==> config.mk <==
export PLATFORM = sky130hd
export DESIGN_NAME = cmd_fifo
export DESIGN_NICKNAME = d
export VERILOG_FILES = /design/src/rtl/cmd_fifo.sv
export SDC_FILE = /design/constraint.sdc
export NUM_CORES = 1
export LEC_CHECK = 0
export ABC_AREA = 1
export CAP_MARGIN = 20
export CORE_MARGIN = 1
export CORE_UTILIZATION = 55
export CTS_BUF_LIST = sky130_fd_sc_hd__clkbuf_2
export CTS_CLUSTER_SIZE = 12
export DETAILED_ROUTE_END_ITERATION = 10
export MAX_ROUTING_LAYER = met4
export PLACE_DENSITY = 0.84
export SYNTH_ARGS = -nofsm -noshare
export SYNTH_HDL_FRONTEND = slang
export SYNTH_SLANG_ARGS = --single-unit
==> constraint.sdc <==
create_clock -name clk -period 2.1 [get_ports clk]
set_input_delay 0.21 -clock clk [delete_from_list [all_inputs] [get_ports clk]]
set_output_delay 0.21 -clock clk [all_outputs]
set_load 0.02 [all_outputs]
==> src/rtl/cmd_fifo.sv <==
// Command queue: DEPTH x W first-word-fall-through FIFO with synchronous flush.
module cmd_fifo #(
  parameter int DEPTH = 8,
  parameter int W     = 18
) (
  input  logic         clk,
  input  logic         rst_n,
  input  logic         flush,
  input  logic         push,
  input  logic [W-1:0] wdata,
  input  logic         pop,
  output logic [W-1:0] rdata,
  output logic         empty,
  output logic         full
);

  localparam int AW = $clog2(DEPTH);

  logic [AW:0]  wr_q, wr_d, rd_q, rd_d;
  logic [W-1:0] mem_q [DEPTH];
  logic         push_ok, pop_ok;

  assign empty   = (wr_q == rd_q);
  assign full    = (wr_q[AW] != rd_q[AW]) && (wr_q[AW-1:0] == rd_q[AW-1:0]);
  assign pop_ok  = pop && !empty;
  // A pop in the same cycle frees the slot, so a push on a full queue still lands.
  assign push_ok = push && (!full || pop_ok) && !flush;
  assign rdata   = mem_q[rd_q[AW-1:0]];

  always_comb begin
    wr_d = wr_q;
    rd_d = rd_q;
    if (flush) begin
      wr_d = '0;
      rd_d = '0;
    end else begin
      if (push_ok) wr_d = wr_q + 1'b1;
      if (pop_ok)  rd_d = rd_q + 1'b1;
    end
  end

  always_ff @(posedge clk or negedge rst_n) begin
    if (!rst_n) begin
      wr_q <= '0;
      rd_q <= '0;
    end else begin
      wr_q <= wr_d;
      rd_q <= rd_d;
    end
  end

  always_ff @(posedge clk) begin
    if (push_ok) mem_q[wr_q[AW-1:0]] <= wdata;
  end

endmodule

==> results.md <==
- Status: complete, but fails checks
- Failing checks: setup timing
- Total gr overflow: 0
- Worst Hold Class: in -> reg
- Num CTS Buffers: 17
- Pre-CTS setup slack: 70.85 ps
- Slowest-stage cell, CP: dfrtp_2
- WP data required: 1890 ps
- Mapped Cells: 492
- # IOs: 43
- Seq/Total Area, Yosys: 73.36%
- Post-DP HPWL: 8379 um
- Tcrit/Tclk final: 118.1%
- Leakage power: 2.892 nW
- Setup CP Type: reg -> out
- Final Util: 74.29%
- WL/cell: 24.56 um
- Startpoint Class: register
- I/O Buffers: 42
- Clock Latency Late Sink: 720 ps
- CP top delay family: flip-flops
- RSZ-0062 raised after global routing: yes
- CP most frequent cell: nand2_1
- H-tree Lvls: 4
- PD cells: 855.2 mW/mm^2
- Drt drc: 0
- Ys flop type: edfxtp_1
- Total Power: 6.918 mW
- Worst-case clock buffer depth: 2
- GRT Total Usage: 29.09%
- MaxCap Viol Count: 0
- Post-DP Area: 0.006953 sq mm
- Initial antenna violation count: 0
- Register bit total from synthesis: 152
- Min Clock Period, post-route: 2480 ps
- Post-Syn Area: 0.006167 sq mm
- Total routed wirelength: 18050 um
- Final setup margin: -379.8 ps
- Core area: 0.01089 sq mm
- CP Max Fanout: 11
- Final nets: 607
- WP buf/inv: 3
- Die Ht: 107.9 um
- Die ar.: 0.01164 sq mm
- Worst Clk Skew: 34.82 ps
- Crit path cell chain: inv_8 > buf_16 > nor2_2 > o22ai_2 > nand2_1 > nand2_1 > buf_4
- Placed insts: 676
- Critical path's largest stage delay: 550 ps
- Reg clk slew, reported paths: 230 ps
- Row count: 38
- Max VDD drop: 0.0004563 V
- Fin cells: 735
- Number of diodes: 0
- Number of global-route vias before repair: 4219
- Fraction of layout cells with a size suffix above 1: 32.44%
- Synth cell types: 26
- Synthesized area per cell: 12.53 sq um
- Slew Limit Fails: 0
- Post-synth EDFFs: 144
- Top cells by area, synth: edfxtp_1, nor2_1, o21ai_0
- Final instance area: 0.008089 sq mm
- Post-synth top area share: 70.12%
- Avg Vias per Cell: 6.611
- Largest net degree at the start of global routing: 28
- Max Clock Freq: 0.4033 GHz
- Cell taking the most area after synthesis: edfxtp_1
- Initial Util: 56.64%
- Post-route ant nets: 0
- Fin. Hold Viols: 0
- Async SR Flop Fraction: 5.263%
- WP data arrival: 2270 ps
- CTS Root Cell: clkbuf_2
- Setup TNS: -18600 ps
- Slew HR: 68.28%
- DRT Pass-1 Iters: 8
- DR iter-0 viols: 622
- Area grow syn2layout: 31.16%
- Hold slack: 184.4 ps
- DIE WIDTH: 107.9 um
- Element type at the critical path end: output pin
- Measured slew at the worst slew-check pin: 475.8 ps
- Vias: 4859
- First-pass GRT wire length: 23190 um
- Num Clock Sinks: 152
- GPL Wtd Cong: 0.9054
- YS warnings: 0
- Final setup violation count: 130
- CTS tree: built
- Syn_nets: 517
layout by cell type (no fill, tap or decap), types with 2 or more instances in the layout:
| cell | n |
|---|---|
| edfxtp_1 | 144 |
| nor2_1 | 57 |
| nand2_1 | 57 |
| buf_6 | 35 |
| o21ai_1 | 33 |
| o22ai_1 | 28 |
| clkdlybuf4s50_1 | 22 |
| o21ai_0 | 20 |
| o21ai_2 | 18 |
| clkbuf_2 | 18 |
| nor2_2 | 17 |
| buf_4 | 17 |
| nand2_2 | 13 |
| nand3_1 | 13 |
| nor2_4 | 11 |
| buf_12 | 10 |
| o22ai_2 | 8 |
| nand4_1 | 6 |
| buf_16 | 6 |
| clkbuf_16 | 6 |
| clkinv_1 | 5 |
| buf_8 | 5 |
| dfrtp_1 | 5 |
| nand2_4 | 4 |
| clkinvlp_4 | 4 |
| o21ai_4 | 3 |
| xnor2_1 | 3 |
| inv_2 | 3 |
| inv_1 | 3 |
| xor2_1 | 3 |
| dfrtp_2 | 3 |
| ha_1 | 2 |
| clkinv_2 | 2 |
| bufinv_16 | 2 |
path summary, 6_finish.rpt:
check,slack [ps],startpoint,cells after the start,end
worst min register to register,650,rd_q[3],2,rd_q[3]
min in group asynchronous,290,rst_n,2,rd_q[2]
max in group asynchronous,1450,rst_n,2,rd_q[1]
worst max-delay path,-380,rd_q[0],7,rdata[14]
worst min-delay path,180,flush,4,rd_q[3]
worst max register to register,-220,rd_q[0],11,mem_q[7][0]
metal layers:
| layer | up-vias | part of all wire [%] | track usage, % |
|---|---|---|---|
| li1 | 1980 | - | - |
| met1 | 2341 | 34 | 37.28 |
| met2 | 447 | 49 | 45.88 |
| met3 | 91 | 13 | 6.356 |
| met4 | 0 | 4.9 | 10.86 |
| met5 | - | 0 | - |
power breakdown:
group	total, mW	internal (mW)	switching [mW]
Combinational	1.95	0.871	1.08
Clock	1.55	0.532	1.02
Sequential	3.41	3.37	0.0473
Total	6.92	4.77	2.15
synth_stat cells (2+ instances only):
cell type  number
clkbuf_1       17
inv_1           5
nand3_2         2
o22ai_1        36
dfrtp_1         8
xor2_1          3
nand2_1        69
nor2_1         84
xnor2_1         3
buf_2           8
edfxtp_1      144
o21ai_0        62
ha_1            2
buf_4           5
nand3_1        13
nand2_2         4
o21ai_1        10
inv_2           3
o21ai_2         2
nand4_1         6
state kept, by name, indices dropped and copies added (netlist names):
| signal | cells |
|---|---|
| rd_q | 4 |
| mem_q | 144 |
| wr_q | 4 |
kinds of logic (layout without fill, tap and decap cells):
kind of cell	count (synthesis)	in the layout	share of synthesized area (%)
AOI/OAI and AO/OA	110	110	9.779
xor gates and xnor gates	7	7	1.116
adders and majority gates	2	2	0.4057
buffers and inverters	40	143	2.921
DFF	152	152	73.36
and+or+nand+nor	181	181	12.42
worst register-to-register path: cells and delay by family, from the launching register on:
family / cells / cell delay [ps]
buffers and inverters: 5 / 880
and+or+nand+nor: 6 / 610
DFF: 1 / 550
area by class of cell:
cell class	instances	area, sq um
sequential	152	4528
clock buffer	18	90.09
inverter	9	43.79
clock inverter	14	132.6
fill	584	2799
tap	140	175.2
timing repair buffer	102	1343
multi-input combinational	300	1777
repair_timing:
action | 4_1_cts | 5_1_grt
pin swaps | 5 | 42
endpoints found under the hold margin | 8 | 0
setup endpoints to repair | 20 | 164
hold buffers | 1 | 0
buffers inserted | 4 | 8
gates cloned | 7 | 8
gates resized for setup | 162 | 131
Power figures use the tool's default switching activity.
